$ cat src/rtl/servo_pwm_array.sv
// servo_pwm_array
//   Multi-channel hobby-servo PWM generator. All channels share one frame
//   counter. Each channel holds an absolute target position written over a
//   valid/ready command port, and its current position ramps one unit per
//   frame toward that target. A rotating status word reports one channel per
//   frame.
//
// Ports
//   mclk         1 MHz system clock
//   rst_n        asynchronous active-low reset
//   cmd_valid    command present
//   cmd_ready    command port ready (low on the last tick of each frame)
//   cmd_ch       target channel index
//   cmd_pos      target position, saturated to POS_MAX
//   cmd_en       1 = channel enabled, 0 = output held low
//   cmd_err      one-cycle pulse after an accepted command to a missing channel
//   servo        registered PWM outputs, one per channel
//   at_target    per-channel cur_pos == tgt_pos
//   frame_start  high during the cycle the counter is 0
//   status_out   {ch[3:0], en, at_target, 2'b00, cur_pos[7:0]} of one channel
//
// Handshake: a command transfers on every rising edge where cmd_valid and
// cmd_ready are both high; the initiator holds cmd_ch/cmd_pos/cmd_en stable
// while cmd_valid is high and not yet accepted.

module servo_pwm_array #(
   parameter int CHANNELS    = 4,
   parameter int FRAME_TICKS = 20000,
   parameter int MIN_TICKS   = 400,
   parameter int STEP_TICKS  = 10,
   parameter int POS_MAX     = 220,
   parameter int CW          = 15
) (
   input  logic                mclk,
   input  logic                rst_n,
   input  logic                cmd_valid,
   output logic                cmd_ready,
   input  logic [3:0]          cmd_ch,
   input  logic [7:0]          cmd_pos,
   input  logic                cmd_en,
   output logic                cmd_err,
   output logic [CHANNELS-1:0] servo,
   output logic [CHANNELS-1:0] at_target,
   output logic                frame_start,
   output logic [15:0]         status_out
);

   localparam logic [CW-1:0] LAST_TICK = CW'(FRAME_TICKS - 1);
   localparam logic [CW-1:0] MIN_W     = CW'(MIN_TICKS);
   localparam logic [CW-1:0] STEP_W    = CW'(STEP_TICKS);
   localparam logic [7:0]    POS_LIM   = 8'(POS_MAX);
   localparam logic [4:0]    CH_LIM    = 5'(CHANNELS);
   localparam logic [3:0]    PTR_LAST  = 4'(CHANNELS - 1);

   logic [CW-1:0]       counter;
   logic [CW-1:0]       counter_next;
   logic                snapshot;
   logic [7:0]          cur_pos  [CHANNELS];
   logic [7:0]          tgt_pos  [CHANNELS];
   logic [7:0]          next_pos [CHANNELS];
   logic [CW-1:0]       thr      [CHANNELS];
   logic [CHANNELS-1:0] en;
   logic [3:0]          ptr;
   logic                accept;
   logic                ch_ok;
   logic [7:0]          pos_sat;
   logic                sel_en;
   logic [7:0]          sel_next;
   logic [7:0]          sel_tgt;

   // The last tick of a frame is the snapshot cycle: the ramp update and the
   // status latch happen on the edge that ends it, and the command port is
   // closed during it so no target write lands on the same edge.
   assign snapshot     = (counter == LAST_TICK);
   assign counter_next = snapshot ? '0 : counter + CW'(1);

   assign accept  = cmd_valid && cmd_ready;
   assign ch_ok   = ({1'b0, cmd_ch} < CH_LIM);
   assign pos_sat = (cmd_pos > POS_LIM) ? POS_LIM : cmd_pos;

   always_comb begin
      for (int i = 0; i < CHANNELS; i++) begin
         next_pos[i] = cur_pos[i];
         if (cur_pos[i] < tgt_pos[i]) begin
            next_pos[i] = cur_pos[i] + 8'd1;
         end else if (cur_pos[i] > tgt_pos[i]) begin
            next_pos[i] = cur_pos[i] - 8'd1;
         end
         at_target[i] = (cur_pos[i] == tgt_pos[i]);
         thr[i]       = MIN_W + CW'(cur_pos[i]) * STEP_W;
      end
   end

   // Fields of the channel the status pointer selects, taken from the
   // post-update position so the word reflects the frame about to start.
   always_comb begin
      sel_en   = 1'b0;
      sel_next = 8'd0;
      sel_tgt  = 8'd0;
      for (int i = 0; i < CHANNELS; i++) begin
         if (ptr == 4'(i)) begin
            sel_en   = en[i];
            sel_next = next_pos[i];
            sel_tgt  = tgt_pos[i];
         end
      end
   end

   always_ff @(posedge mclk or negedge rst_n) begin
      if (!rst_n) begin
         counter     <= '0;
         frame_start <= 1'b0;
         cmd_ready   <= 1'b0;
         cmd_err     <= 1'b0;
         status_out  <= 16'd0;
         ptr         <= 4'd0;
         en          <= '0;
         servo       <= '0;
         for (int i = 0; i < CHANNELS; i++) begin
            cur_pos[i] <= 8'd0;
            tgt_pos[i] <= 8'd0;
         end
      end else begin
         counter     <= counter_next;
         frame_start <= snapshot;
         cmd_ready   <= (counter_next != LAST_TICK);
         cmd_err     <= accept && !ch_ok;

         for (int i = 0; i < CHANNELS; i++) begin
            servo[i] <= en[i] && (counter < thr[i]);
            if (snapshot) begin
               cur_pos[i] <= next_pos[i];
            end
            // Decoding against each in-range index means an out-of-range
            // channel simply matches nothing.
            if (accept && (cmd_ch == 4'(i))) begin
               tgt_pos[i] <= pos_sat;
               en[i]      <= cmd_en;
            end
         end

         if (snapshot) begin
            status_out <= {ptr, sel_en, (sel_next == sel_tgt), 2'b00, sel_next};
            ptr        <= (ptr == PTR_LAST) ? 4'd0 : ptr + 4'd1;
         end
      end
   end

endmodule

$ cat config.mk
export PLATFORM = sky130hd
export DESIGN_NAME = servo_pwm_array
export DESIGN_NICKNAME = d
export VERILOG_FILES = /design/src/rtl/servo_pwm_array.sv
export SDC_FILE = /design/constraint.sdc
export NUM_CORES = 1
export LEC_CHECK = 0
export BUFFER_PORTS_ARGS = -buffer_cell sky130_fd_sc_hd__buf_2
export CAP_MARGIN = 15
export CORE_AREA = 2 2 158 160
export CTS_CLUSTER_DIAMETER = 60
export DETAILED_ROUTE_END_ITERATION = 8
export DIE_AREA = 0 0 160 162
export GPL_TIMING_DRIVEN = 0
export HOLD_SLACK_MARGIN = 0.12
export PLACE_DENSITY = 0.54
export SKIP_CTS_REPAIR_TIMING = 1
export SLEW_MARGIN = 0
export SYNTH_ARGS = -nofsm -noshare
export SYNTH_HDL_FRONTEND = slang
export SYNTH_SLANG_ARGS = --single-unit
$ cat constraint.sdc
create_clock -name mclk -period 3.55 [get_ports mclk]
set_input_delay 0.1775 -clock mclk [delete_from_list [all_inputs] [get_ports mclk]]
set_output_delay 0.1775 -clock mclk [all_outputs]
set_load 0.02 [all_outputs]
==> flow_summary.toml, run 1 <==
[detailed_routing]
ant_nets = 0
drt_iter0_markers = 531
post-route-drc-count = 0
vias_per_cell = 5.40
first_pass_iters = 5
drt_wl_total_um = 26600
num_vias = 7946
wl_per_cell_um = 18.1

[global_routing]
grtUsageTotal_pct = 21.0
grt_pass1_wl_um = 42400
antenna_found_initial = 0
first_global_vias = 7538
grt_max_degree = 88
grt_overflow = 0

[clocking]
clk_latency_ps = 370
ctsRootBufferMaster = "clkbuf_16"
clock_path_buffers = 2
numCtsBuffers = 9
clk_pin_slew_worst_paths_ps = 80
cts_max_level = 3
clkSinkCount = 108
cts_tree = "built"

[place]
finalWeightedCongestion = 0.916
pre_cts_ws_ps = -92.8
hpwl_um = 21300
io_buffers = 40

[timing]
hold_violations = 0
period_share_pct = 95.1
fin_crit_ps = 3380
final-max-slew-violation-count = 0
setup_viol = 0
timing.fmax_mhz = 296
slew_headroom_pct = 43.9
rsz0062_at_grt = "true"
hold_slack_ps = 145
finalClockSkew_ps = 10.4
setup_ws_ps = 173
worst_pin_slew_ps = 842

[synth]
synth_cell_types = 73
ys_top_cells_by_area = "dfrtp_1 (28%), ha_1 (19%), xnor2_1 (6.9%)"
async_flop_share_pct = 100
ys_seq_area_share_pct = 28.4
yosys.area.top_type = "dfrtp_1"
synth_seq_cells = 108
syn_area_um2 = 9510
synth_ff_type = "dfrtp_1"
yosysWarnings = 0
avgSynthCellArea_um2 = 8.81
syn_inst = 1079
synth-edff-count = 0
synth_top_area_share_pct = 28.4

[cells_and_area]
diodes = 0
multi_input_area_um2 = 6500
mostFrequentLayoutCells = "ha_1 (142), nand2_1 (107), dfrtp_1 (102), xnor2_1 (75), inv_1 (73)"
seq_area_um2 = 2710
layout_commonest_cell = "ha_1"
nFillCells = 2454
syn2layout_area_growth_pct = 12.2
nets = 1304
drive_above_1_share_pct = 10.0

[die]
chipWidth_um = 160
initial_core_util_pct = 39.5
io_pins = 43
fp-row-count = 57
die_y_um = 162
design.core.area_um2 = 24100
die_area_um2 = 25900

[pwr]
power.static_leakage_nw = 5.18
power_density_nw_per_um2 = 308
peakVddDrop_v = 0.000236
finalPower_mw = 3.29

[job]
cap_violations = 0

[setup_path]
critical_path.max_fanout = 8
cp-end-kind = "flop"
worstSetupStartpointType = "flop"
worstPathRequired_ps = 3850
cp.arrival_ps = 3680
path_class = "reg -> reg"

[hold_path]
hold_path.class = "in -> reg"

[run_status]
status = "finished clean"
[sequential cells by signal (all words and copies together) (netlist names), 4 cells and up]
signal / count
status_out: 14
en: 4
servo: 4
ptr: 4
counter: 15
cur_pos: 32
tgt_pos: 32
[cell usage after synthesis, types with 3 or more instances]
| cell | number |
|---|---|
| nor3_1 | 21 |
| mux2i_1 | 10 |
| ha_1 | 142 |
| or4_1 | 3 |
| nand3b_1 | 3 |
| fa_1 | 4 |
| a221oi_1 | 11 |
| a41oi_1 | 6 |
| inv_1 | 73 |
| a21oi_1 | 65 |
| dfrtp_1 | 108 |
| and2_1 | 7 |
| nor3b_1 | 4 |
| o211ai_1 | 8 |
| and3_1 | 15 |
| o21bai_1 | 9 |
| o21ai_0 | 62 |
| nor4b_1 | 5 |
| o21a_1 | 7 |
| nand2b_1 | 9 |
| or3_1 | 7 |
| a31oi_1 | 8 |
| mux2_2 | 12 |
| xor2_1 | 41 |
| a21o_1 | 33 |
| nor2_1 | 62 |
| a211oi_1 | 5 |
| nand2_1 | 107 |
| a311oi_1 | 3 |
| nand4_1 | 14 |
| clkbuf_1 | 31 |
| o22ai_1 | 3 |
| o21ai_1 | 4 |
| xnor2_1 | 75 |
| a22oi_1 | 4 |
| nand3_1 | 31 |
| o32ai_1 | 4 |
| nor2b_1 | 15 |
| nor4_1 | 6 |
[routing by layer]
layer / GRT usage, % / vias up / wire length (um) / share of wire (%)
li1: - / 3992 / - / -
met1: 30.5 / 3774 / 13400 / 50
met2: 33.5 / 148 / 11900 / 45
met3: 2.45 / 32 / 848 / 3.2
met4: 5.08 / 0 / 507 / 1.9
met5: 0 / - / 0 / 0
[logic make-up after synthesis]
group | count (synthesis) | synth area share (%)
adder cells (fa/ha/maj) | 146 | 19.5
flip-flops | 108 | 28.4
XOR/XNOR | 116 | 10.7
buffers and inverters | 108 | 4.35
AND/OR/NAND/NOR | 317 | 16.3
AO/OA/AOI/OAI | 260 | 18.2
multiplexers | 22 | 2.47
other | 2 | 0.0790
[power breakdown]
| part | internal (mW) | total (mW) | switching, mW |
|---|---|---|---|
| clock network | 0.592 | 1.13 | 0.538 |
| logic | 0.287 | 0.718 | 0.431 |
| registers | 1.33 | 1.44 | 0.109 |
[final timing paths]
kind / startpoint / to / slack [ps] / cells after the start
min in group asynchronous: rst_n / servo[3] / 230 / 2
min reg2reg: status_out[4] / status_out[4] / 470 / 2
max in group asynchronous: rst_n / cur_pos[24] / 2590 / 3
min: cmd_pos[6] / tgt_pos[30] / 140 / 3
max: cur_pos[14] / status_out[10] / 170 / 13
max reg2reg: cur_pos[14] / status_out[10] / 170 / 13
[critical path, cell delays in order (launching register included)]
cell     delay [ps]
dfrtp_1         520
ha_1            380
nand4_2         110
or3_4           150
inv_2            60
or4_4           430
a21oi_4         180
a31oi_2          70
xor2_1          220
a311o_1         380
a311o_1         300
nor4b_2         250
nand4_1         130
o21ai_1         130
[area by class of cell]
class / instances / area share (%)
multi-input cells: 867 / 61.0
well taps: 324 / 3.80
clock buffers: 10 / 2.24
repair buffers: 48 / 2.90
clock inverters: 6 / 0.832
flip-flops and latches: 108 / 25.4
inverters: 74 / 2.60
plain buffers: 34 / 1.28
[per-stage QoR]
stage	instance area, um2	instances	TNS [ps]	util (%)
detailed placement	10200	1449	-92.8	42.2
global route	10700	1471	-15.3	44.3
CTS	10500	1465	-122	43.6
global placement	10100	1447	-74.8	42.0
floorplan	9530	1083	0	-
finish	10700	1471	0	44.3
Power figures use the tool's default switching activity.
==> run 2, diff against run 1 <==
--- a/config.mk
+++ b/config.mk
@@ -5,15 +5,18 @@
 export SDC_FILE = /design/constraint.sdc
 export NUM_CORES = 1
 export LEC_CHECK = 0
+export ABC_AREA = 1
 export BUFFER_PORTS_ARGS = -buffer_cell sky130_fd_sc_hd__buf_2
 export CAP_MARGIN = 15
-export CORE_AREA = 2 2 158 160
+export CELL_PAD_IN_SITES_DETAIL_PLACEMENT = 1
+export CELL_PAD_IN_SITES_GLOBAL_PLACEMENT = 1
+export CORE_AREA = 2 2 160 162
 export CTS_CLUSTER_DIAMETER = 60
 export DETAILED_ROUTE_END_ITERATION = 8
-export DIE_AREA = 0 0 160 162
+export DIE_AREA = 0 0 162 164
 export GPL_TIMING_DRIVEN = 0
 export HOLD_SLACK_MARGIN = 0.12
-export PLACE_DENSITY = 0.54
+export PLACE_DENSITY = 0.7
 export SKIP_CTS_REPAIR_TIMING = 1
 export SLEW_MARGIN = 0
 export SYNTH_ARGS = -nofsm -noshare
==> constraint.sdc (replaced) <==
create_clock -name mclk -period 3.55 [get_ports mclk]
set_input_delay 0.1775 -clock mclk [delete_from_list [all_inputs] [get_ports mclk]]
set_output_delay 0.1775 -clock mclk [all_outputs]
set_load 0.01 [all_outputs]
==> run 2 against run 1 <==
Net effect:
- setup slack improved by 43 ps
- sequential share of layout area fell by 0.45 points
- count of clock-buffer cells in the layout fell by 1
- clock skew rose by 0.56 ps
- largest power group unchanged
==> flow_summary.toml, run 2 <==
[run_status]
status = "finished clean"

[synth]
syn_inst = 1317
synth_ff_type = "dfrtp_1"
async_flop_share_pct = 100
syn_area_um2 = 9830
synth_cell_types = 49
yosysWarnings = 0
yosys.area.top_type = "dfrtp_1"
avgSynthCellArea_um2 = 7.47
synth-edff-count = 0
yosysMostFrequentCell = "nand2_1"
ys_top_cells_by_area = "dfrtp_1 (27%), ha_1 (18%), nand2_1 (12%)"
ys_seq_area_share_pct = 27.5
synth_top_area_share_pct = 27.5
synth_seq_cells = 108
synth_commonest_cells = "nand2_1 (305), inv_1 (174), ha_1 (142)"

[clocking]
numCtsBuffers = 9
clkSinkCount = 108
clk_latency_ps = 370
ctsRootBufferMaster = "clkbuf_16"
clk_pin_slew_worst_paths_ps = 90
cts_max_level = 3
cts_tree = "built"
clock_path_buffers = 2

[timing]
fin_crit_ps = 3330
setup_ws_ps = 216
setup_viol = 0
hold_slack_ps = 131
timing.fmax_mhz = 300
slew_headroom_pct = 32.8
period_share_pct = 93.9
finalClockSkew_ps = 11.0
final-max-slew-violation-count = 0
worst_pin_slew_ps = 1000
hold_violations = 0
timing.setup.tns_ps = 0

[hold_path]
hold_path.class = "in -> reg"
hold_end = "tgt_pos[14]"
whs_path_depth = 3
hp-start = "cmd_pos[6]"

[global_routing]
grt_overflow = 0
grtUsageTotal_pct = 24.4
grt_pass1_wl_um = 50700
antenna_found_initial = 1
grt_max_degree = 60
first_global_vias = 9292

[setup_path]
reg2reg_to = "servo[0]"
critical_path.max_fanout = 7
reg2reg_slack_ps = 220
worstPathRequired_ps = 3810
r2r_cells = 13
cp.arrival_ps = 3590
worstSetupStartpointType = "flop"
worstReg2RegStart = "cur_pos[25]"
cp-end-kind = "flop"
path_class = "reg -> reg"

[die]
chipWidth_um = 162
io_pins = 43
fp-row-count = 58
die_area_um2 = 26600
initial_core_util_pct = 39.6
die_y_um = 164
design.core.area_um2 = 24800

[cells_and_area]
reg_top3 = "cur_pos: 32 flops, tgt_pos: 32 flops, counter: 15 flops"
finish.utilization_pct = 43.9
drive_above_1_share_pct = 10.0
syn2layout_area_growth_pct = 10.8
layout_commonest_cell = "nand2_1"
stdcell_count = 1716
postLayoutCellArea_um2 = 10900
diodes = 0
nets = 1543
mostFrequentLayoutCells = "nand2_1 (305), inv_1 (174), ha_1 (142), o21ai_0 (106), nand3_1 (101)"

[place]
dp.cells = 1692
hpwl_um = 25300
io_buffers = 40
dpl_cell_area_um2 = 10500
finalWeightedCongestion = 0.911
pre_cts_ws_ps = 135

[detailed_routing]
wl_per_cell_um = 18.2
ant_nets = 0
drt_iter0_markers = 387
first_pass_iters = 4
drt_wl_total_um = 31200
post-route-drc-count = 0
vias_per_cell = 5.27
num_vias = 9042

[pwr]
peakVddDrop_v = 0.000216
finalPower_mw = 3.07
power.static_leakage_nw = 5.65
power_density_nw_per_um2 = 282

[job]
cap_violations = 0
run 2: cell types whose count changed after synthesis, sizes merged, moves of 10 or more:
cell	previous run	this run
mux2i	10	0
xnor2	75	17
a21o	33	3
nand2	108	320
and3	15	0
clkbuf	31	10
o21ai	66	109
nand3	31	106
nor2b	15	0
mux2	12	0
nor2	62	84
buf	3	15
inv	74	182
run 2: cell type report:
cell class | count | area, um2
Buffer | 25 | 149
Clock buffer | 9 | 225
Clock inverter | 7 | 77.6
Fill cell | 3203 | 13900
Inverter | 184 | 691
Multi-Input combinational cell | 1004 | 6320
Sequential cell | 108 | 2720
Tap cell | 330 | 413
Timing Repair Buffer | 49 | 302
run 2: power breakdown:
group | internal (mW) | switching [mW] | leakage (nW)
Clock | 0.505 | 0.578 | 0.150
Sequential | 1.33 | 0.0829 | 1.40
Combinational | 0.193 | 0.381 | 4.10
run 2: how the worst max path moves through the flow:
stage / startpoint / end / slack, ps / cells past startpoint
after CTS: cur_pos[3] / servo[3] / 110 / 13
final: cur_pos[25] / servo[0] / 220 / 13
after global placement: cur_pos[25] / servo[0] / 70 / 12
after detailed placement: cur_pos[3] / servo[3] / 130 / 13
after floorplan: cur_pos[11] / servo[2] / 580 / 13
after global routing: cur_pos[25] / servo[0] / -20 / 13
run 2: cells by family (layout without fill, tap and decap cells):
| family | count (synthesis) | count (layout) | share of synthesized area (%) |
|---|---|---|---|
| buffers and inverters | 209 | 274 | 8.54 |
| flip-flops | 108 | 108 | 27.5 |
| XOR/XNOR | 66 | 66 | 5.88 |
| AND/OR/NAND/NOR | 563 | 563 | 26.2 |
| other | 2 | 6 | 0.0764 |
| AO/OA/AOI/OAI | 223 | 223 | 12.9 |
| adder cells (fa/ha/maj) | 146 | 146 | 18.9 |
run 2: critical path, cell delays in order (launching register included):
cell,delay [ps]
dfrtp_2,490
ha_1,330
ha_1,240
fa_1,420
a21oi_1,160
o21bai_1,110
xor2_1,270
nand3_1,160
xor2_1,190
ha_1,280
nand2_1,60
o21ai_0,190
nor2_1,70
o2111a_1,240
run 2: metal layers:
layer | share of wire [%] | vias to the layer above | track usage [%]
li1 | - | 4509 | -
met4 | 2.2 | 0 | 6.48
met3 | 1.8 | 28 | 1.99
met5 | 0 | - | 0
met1 | 49 | 4419 | 33.3
met2 | 47 | 86 | 41.5
